[config.mk]
export PLATFORM = sky130hd
export DESIGN_NAME = sdc_dma_wb_postbuf
export DESIGN_NICKNAME = d
export VERILOG_FILES = /design/src/rtl/sdc_dma_wb_postbuf.sv
export SDC_FILE = /design/constraint.sdc
export NUM_CORES = 1
export LEC_CHECK = 0
export CORE_AREA = 2 2 263 265
export CTS_CLUSTER_SIZE = 8
export DETAILED_ROUTE_END_ITERATION = 16
export DIE_AREA = 0 0 265 267
export PLACE_DENSITY = 0.55
export SLEW_MARGIN = 5
export SYNTH_ARGS = -nofsm -noshare
export SYNTH_HDL_FRONTEND = slang
export SYNTH_SLANG_ARGS = --single-unit
[constraint.sdc]
create_clock -name i_clk -period 22.1 [get_ports i_clk]
set_clock_uncertainty 0.2 [all_clocks]
set_input_delay 4.42 -clock i_clk [delete_from_list [all_inputs] [get_ports i_clk]]
set_output_delay 4.42 -clock i_clk [all_outputs]
set_load 0.05 [all_outputs]
[src/rtl/sdc_dma_wb_postbuf.sv]
// Posted-write buffer and classic-to-pipelined Wishbone bridge for the
// SD controller DMA master; reads stay ordered behind buffered writes.
module sdc_dma_wb_postbuf #(
    parameter int AW      = 30,
    parameter int DW      = 32,
    parameter int LGFIFO  = 3,
    parameter int MAX_OUT = 4
) (
    input  logic            i_clk,
    input  logic            i_reset,
    input  logic            i_scyc,
    input  logic            i_sstb,
    input  logic            i_swe,
    input  logic [AW-1:0]   i_saddr,
    input  logic [DW-1:0]   i_sdata,
    input  logic [DW/8-1:0] i_ssel,
    output logic            o_sack,
    output logic [DW-1:0]   o_sdata,
    output logic            o_serr,
    output logic            o_mcyc,
    output logic            o_mstb,
    output logic            o_mwe,
    output logic [AW-1:0]   o_maddr,
    output logic [DW-1:0]   o_mdata,
    output logic [DW/8-1:0] o_msel,
    input  logic            i_mstall,
    input  logic            i_mack,
    input  logic [DW-1:0]   i_mdata,
    input  logic            i_merr,
    output logic            o_werr,
    input  logic            i_werr_clr
);
    localparam int SW    = DW / 8;
    localparam int EW    = AW + DW + SW;
    localparam int DEPTH = 1 << LGFIFO;
    localparam int OW    = $clog2(MAX_OUT + 1);

    typedef enum logic [1:0] {
        M_IDLE,
        M_WRITE,
        M_RD_REQ,
        M_RD_ACK
    } mstate_t;

    logic [EW-1:0]   mem_q [DEPTH];
    logic [EW-1:0]   head;
    logic [LGFIFO:0] wr_q, wr_d, rd_q, rd_d;
    logic [OW-1:0]   out_q, out_d;
    mstate_t         st_q, st_d;
    logic            mcyc_q, mcyc_d, mstb_q, mstb_d, mwe_q, mwe_d;
    logic            sack_q, sack_d, serr_q, serr_d;
    logic            werr_q, werr_d, rlive_q, rlive_d;
    logic [DW-1:0]   sdata_q, sdata_d, rdat_q, rdat_d;
    logic [AW-1:0]   raddr_q, raddr_d;
    logic [SW-1:0]   rsel_q, rsel_d;
    logic            empty, full, req, push, issue, rd_acc, wack;

    assign empty  = (wr_q == rd_q);
    assign full   = (wr_q[LGFIFO] != rd_q[LGFIFO]) &&
                    (wr_q[LGFIFO-1:0] == rd_q[LGFIFO-1:0]);
    assign req    = i_scyc & i_sstb & ~sack_q & ~serr_q;
    assign push   = req & i_swe & ~full;
    assign issue  = (st_q == M_WRITE) & mstb_q & ~i_mstall;
    assign rd_acc = req & ~i_swe & (st_q == M_IDLE) & empty & (out_q == '0);
    assign wack   = i_mack & (out_q != '0);
    assign head   = mem_q[rd_q[LGFIFO-1:0]];

    always_ff @(posedge i_clk) begin
        if (push)
            mem_q[wr_q[LGFIFO-1:0]] <= {i_saddr, i_sdata, i_ssel};
    end

    always_comb begin
        st_d    = st_q;
        wr_d    = wr_q;
        rd_d    = rd_q;
        out_d   = out_q;
        sack_d  = 1'b0;
        serr_d  = 1'b0;
        sdata_d = sdata_q;
        raddr_d = raddr_q;
        rdat_d  = rdat_q;
        rsel_d  = rsel_q;
        rlive_d = rlive_q & i_scyc;
        werr_d  = i_werr_clr ? 1'b0 : werr_q;
        if (push) begin
            wr_d   = wr_q + 1'b1;
            sack_d = 1'b1;
        end
        if (issue)
            rd_d = rd_q + 1'b1;
        unique case (st_q)
            M_IDLE: begin
                if (wr_d != rd_d) begin
                    st_d = M_WRITE;
                end else if (rd_acc) begin
                    st_d    = M_RD_REQ;
                    raddr_d = i_saddr;
                    rdat_d  = i_sdata;
                    rsel_d  = i_ssel;
                    rlive_d = 1'b1;
                end
            end
            M_WRITE: begin
                // An error abandons the burst, including a write posted now
                if (i_merr) begin
                    werr_d = 1'b1;
                    wr_d   = '0;
                    rd_d   = '0;
                    out_d  = '0;
                    st_d   = M_IDLE;
                end else begin
                    out_d = out_q + OW'(issue) - OW'(wack);
                    if (wr_d == rd_d && out_d == '0)
                        st_d = M_IDLE;
                end
            end
            M_RD_REQ: begin
                if (!i_mstall)
                    st_d = M_RD_ACK;
            end
            M_RD_ACK: begin
                if (i_merr) begin
                    serr_d = rlive_d;
                    st_d   = M_IDLE;
                end else if (i_mack) begin
                    sack_d  = sack_d | rlive_d;
                    sdata_d = i_mdata;
                    st_d    = M_IDLE;
                end
            end
            default: st_d = M_IDLE;
        endcase
        mcyc_d = (st_d != M_IDLE);
        mwe_d  = (st_d == M_WRITE);
        mstb_d = (st_d == M_RD_REQ) ||
                 ((st_d == M_WRITE) && (wr_d != rd_d) &&
                  (out_d < OW'(MAX_OUT)));
    end

    always_ff @(posedge i_clk) begin
        if (i_reset) begin
            st_q    <= M_IDLE;
            wr_q    <= '0;
            rd_q    <= '0;
            out_q   <= '0;
            mcyc_q  <= 1'b0;
            mstb_q  <= 1'b0;
            mwe_q   <= 1'b0;
            sack_q  <= 1'b0;
            serr_q  <= 1'b0;
            werr_q  <= 1'b0;
            rlive_q <= 1'b0;
            sdata_q <= '0;
            raddr_q <= '0;
            rdat_q  <= '0;
            rsel_q  <= '0;
        end else begin
            st_q    <= st_d;
            wr_q    <= wr_d;
            rd_q    <= rd_d;
            out_q   <= out_d;
            mcyc_q  <= mcyc_d;
            mstb_q  <= mstb_d;
            mwe_q   <= mwe_d;
            sack_q  <= sack_d;
            serr_q  <= serr_d;
            werr_q  <= werr_d;
            rlive_q <= rlive_d;
            sdata_q <= sdata_d;
            raddr_q <= raddr_d;
            rdat_q  <= rdat_d;
            rsel_q  <= rsel_d;
        end
    end

    assign o_mcyc  = mcyc_q;
    assign o_mstb  = mstb_q;
    assign o_mwe   = mwe_q;
    assign {o_maddr, o_mdata, o_msel} =
        (st_q == M_WRITE) ? head : {raddr_q, rdat_q, rsel_q};
    assign o_sack  = sack_q;
    assign o_serr  = serr_q;
    assign o_sdata = sdata_q;
    assign o_werr  = werr_q;
endmodule
==> summary.txt <==
Status -> finished, final reports clean
Maximum VDD drop -> 51.4 uV
Via count -> 13489
Final core occ -> 45.1%
Most frequent cell after synthesis -> edfxtp_1
Mean Syn Cell Area -> 16.7 um2
Iter 0 DRT Violations -> 925
Busiest grt layer -> met2
Path depth of the worst reg2reg path -> 6
Crit path arrival time -> 4.69 ns
Hold endpoint -> raddr_q[7]$_SDFFE_PP0P_
Initial antenna violation count -> 3
Hold Path Depth -> 2
Worst path cell trace -> buf_4, buf_4, mux4_2, mux2i_1, o21ai_0, clkdlybuf4s50_1
Area grow syn2layout -> 23.4%
Worst hold start -> raddr_q[7]$_SDFFE_PP0P_
Residual DRC -> 0
Grt total ovfl -> 0
Post-cts sizing count -> 0
DR WL/cell -> 21.2 um
Final Hold Viols -> 0
PwrDens -> 90.6 nW/um2
Final worst hold slack -> 0.250 ns
Pin count of the biggest net entering global routing -> 108
Post-place setup slack -> 13.42 ns
Routing usage on met1 -> 21.3%
FFs w/ async S/R, synth -> 0%
Gr usage total -> 16.2%
H-tree depth -> 3
Max Buffers Root-to-Sink -> 3
WP depth -> 6
DIE HEIGHT -> 267 um
Post-synthesis sequential area ratio -> 73.3%
Register Area -> 18200 um2
RR Startpoint -> rd_q[1]$_SDFF_PP0_
Synth Net Count -> 1597
Vias per Instance -> 5.04
Crit path largest cell delay -> 0.91 ns
Clock power share -> 46.4%
Crit-path max FO -> 69
Ratio of final minimum period to clock period -> 42.1%
Logic pwr share -> 5.6%
Port-buffer cells -> 210
Detail Placement HPWL -> 31600 um
CP Buf/Inv Count -> 3
Worst Max-Slew Pin Slew -> 1.11 ns
GP Congestion -> 0.740
Critical Path RT -> 17.48 ns
Mapped Area -> 24800 um2
Crit path time final -> 9.31 ns
Grt met2 use -> 26.9%
Pwr Total -> 2.77 mW
Peak Freq -> 107 MHz
Synth Instances -> 1485
Grt met3 use -> 3.53%
Global-route wire length before repair -> 86400 um
Static Leak -> 9.38 nW
Clock transition at path regs -> 0.05 ns
Sink Count -> 646
Most instantiated cells after synthesis -> edfxtp_1 (528), nand2_1 (274), mux4_2 (132), dfxtp_1 (118), a21oi_1 (107)
Most common cell on crit path -> buf_4
Register bit total from synthesis -> 646
Layout cells sized above 1 -> 15.6%
TritonRoute pass-1 iters -> 5
Max-slew violations -> 0
Fin Setup TNS -> 0 ns
Total setup buffers inserted after CTS -> 0
Internal Power -> 2.16 mW
Hold buffer count at CTS -> 0
Synth top area share -> 63.8%
Post-synth EDFFs -> 528
Post-synth cell types -> 47
Core area -> 68000 um2
Sw frac -> 22.0%
P_sw -> 610 uW
Final ANT Viol Nets -> 0
Cells taking the most area after synthesis -> edfxtp_1 (64%), mux4_2 (12%), dfxtp_1 (9.5%)
R2r setup slk -> 17.43 ns
Post-synth top flop -> edfxtp_1
Post-detailed-routing wire length -> 56600 um
Flop pwr share -> 48.1%
TritonCTS Buffers -> 91
Row cnt -> 96
Setup violations, final -> 0
HP Class -> reg2reg
Vias in the first global route -> 14151
Die width -> 265 um
CTS tree -> built
Slowest-stage cell, CP -> clkdlybuf4s50_1
Synth area leader -> edfxtp_1
YS warnings -> 0
Max cap viols -> 0
Fill count -> 5937
I/O pin count -> 211
Min setup slack post-route -> 12.79 ns
RSZ-0062 raised after global routing -> no
Startpoint types -> register
Critical R2R Capture -> mem_q[7][13]$_DFFE_PP_
Setup crit end kind -> primary output
Initial Util -> 36.5%
Clk root buf -> clkbuf_16
Die ar. -> 70800 um2
Nets -> 1832
Critical path's top delay family -> buffers and inverters
Worst skew pair latency -> 0.63 ns
Worst slew margin -> 25.7%
Crit Path Category -> reg2out
Multi-input gate area -> 6310 um2
layer usage:
metal	vias to the layer above	share of wire, %
met1	6860	44
met3	91	4.9
met4	4	2.1
met2	343	49
met5	-	0.048
li1	6191	-
worst max path at each step:
stage	from	endpoint	slack, ns
2_1_floorplan	i_scyc	mem_q[4][0]$_DFFE_PP_	9.06
3_3_place_gp	rd_q[1]$_SDFF_PP0_	o_maddr[27]	13.39
3_5_place_dp	rd_q[1]$_SDFF_PP0_	o_maddr[27]	13.42
4_1_cts	rd_q[1]$_SDFF_PP0_	o_maddr[27]	12.71
5_1_grt	rd_q[1]$_SDFF_PP0_	o_maddr[27]	12.58
6_report	rd_q[1]$_SDFF_PP0_	o_maddr[27]	12.79
per-stage QoR:
| step | cell area (um2) | instances |
|---|---|---|
| finish | 30600 | 2676 |
| global route | 30600 | 2676 |
| CTS | 30600 | 2675 |
| detailed placement | 28000 | 2509 |
| global placement | 28000 | 2509 |
| floorplan | 24800 | 1485 |
power groups by stage:
stage | combinational, mW | clock, mW | sequential [mW]
6_report | 0.154 | 1.29 | 1.33
4_1_cts | 0.157 | 1.32 | 1.33
5_1_grt | 0.165 | 1.37 | 1.33
3_3_place_gp | 0.155 | 0 | 1.36
2_1_floorplan | 0.0803 | 0 | 1.36
3_5_place_dp | 0.156 | 0 | 1.36
cell families (layout without fill, tap and decap cells):
group | Yosys count | after routing | synth area share (%)
flip-flops | 646 | 646 | 73.3
multiplexers | 200 | 200 | 14.7
buffers and inverters | 98 | 406 | 1.57
XOR/XNOR | 15 | 15 | 0.584
other | 0 | 1 | 0
adder cells (fa/ha/maj) | 5 | 5 | 0.282
AND/OR/NAND/NOR | 336 | 336 | 5.68
AO/OA/AOI/OAI | 185 | 185 | 3.83
layout by cell type, fill, tap and decap left out, types with 3 or more instances in the layout:
cell | Yosys | routed
a21oi_1 | 107 | 107
and2_1 | 3 | 3
buf_4 | 1 | 25
clkbuf_1 | 63 | 64
clkbuf_16 | 0 | 92
clkdlybuf4s50_1 | 0 | 209
dfxtp_1 | 118 | 115
dfxtp_4 | 0 | 3
edfxtp_1 | 528 | 528
ha_1 | 4 | 4
inv_1 | 5 | 5
inv_16 | 0 | 3
mux2i_1 | 68 | 68
mux4_2 | 132 | 132
nand2_1 | 274 | 274
nand4_1 | 3 | 3
nor2_1 | 17 | 15
nor2b_1 | 4 | 4
nor3_1 | 7 | 5
nor4b_2 | 0 | 3
o21ai_0 | 69 | 69
or3_1 | 4 | 4
xnor2_1 | 8 | 8
xor2_1 | 6 | 6
tightest hold or removal path, stage by stage (launching register included):
cell     delay (ns)
dfxtp_1        0.30
nand2_1        0.05
a21oi_1        0.05
sequential cells by signal (all words and copies together) (netlist names), 2 cells and up:
signal / flops
st_q: 2
mem_q: 528
rsel_q: 4
o_sdata: 32
wr_q: 4
out_q: 3
raddr_q: 30
rd_q: 4
rdat_q: 32
cell type report:
type	count	share of cell area [%]
Antenna cell	1	0.00817
Clock buffer	157	8.34
Clock inverter	9	0.396
Inverter	5	0.0613
Multi-Input combinational cell	741	20.6
Sequential cell	646	59.5
Tap cell	882	3.60
Timing Repair Buffer	235	7.51
Power figures use the tool's default switching activity.
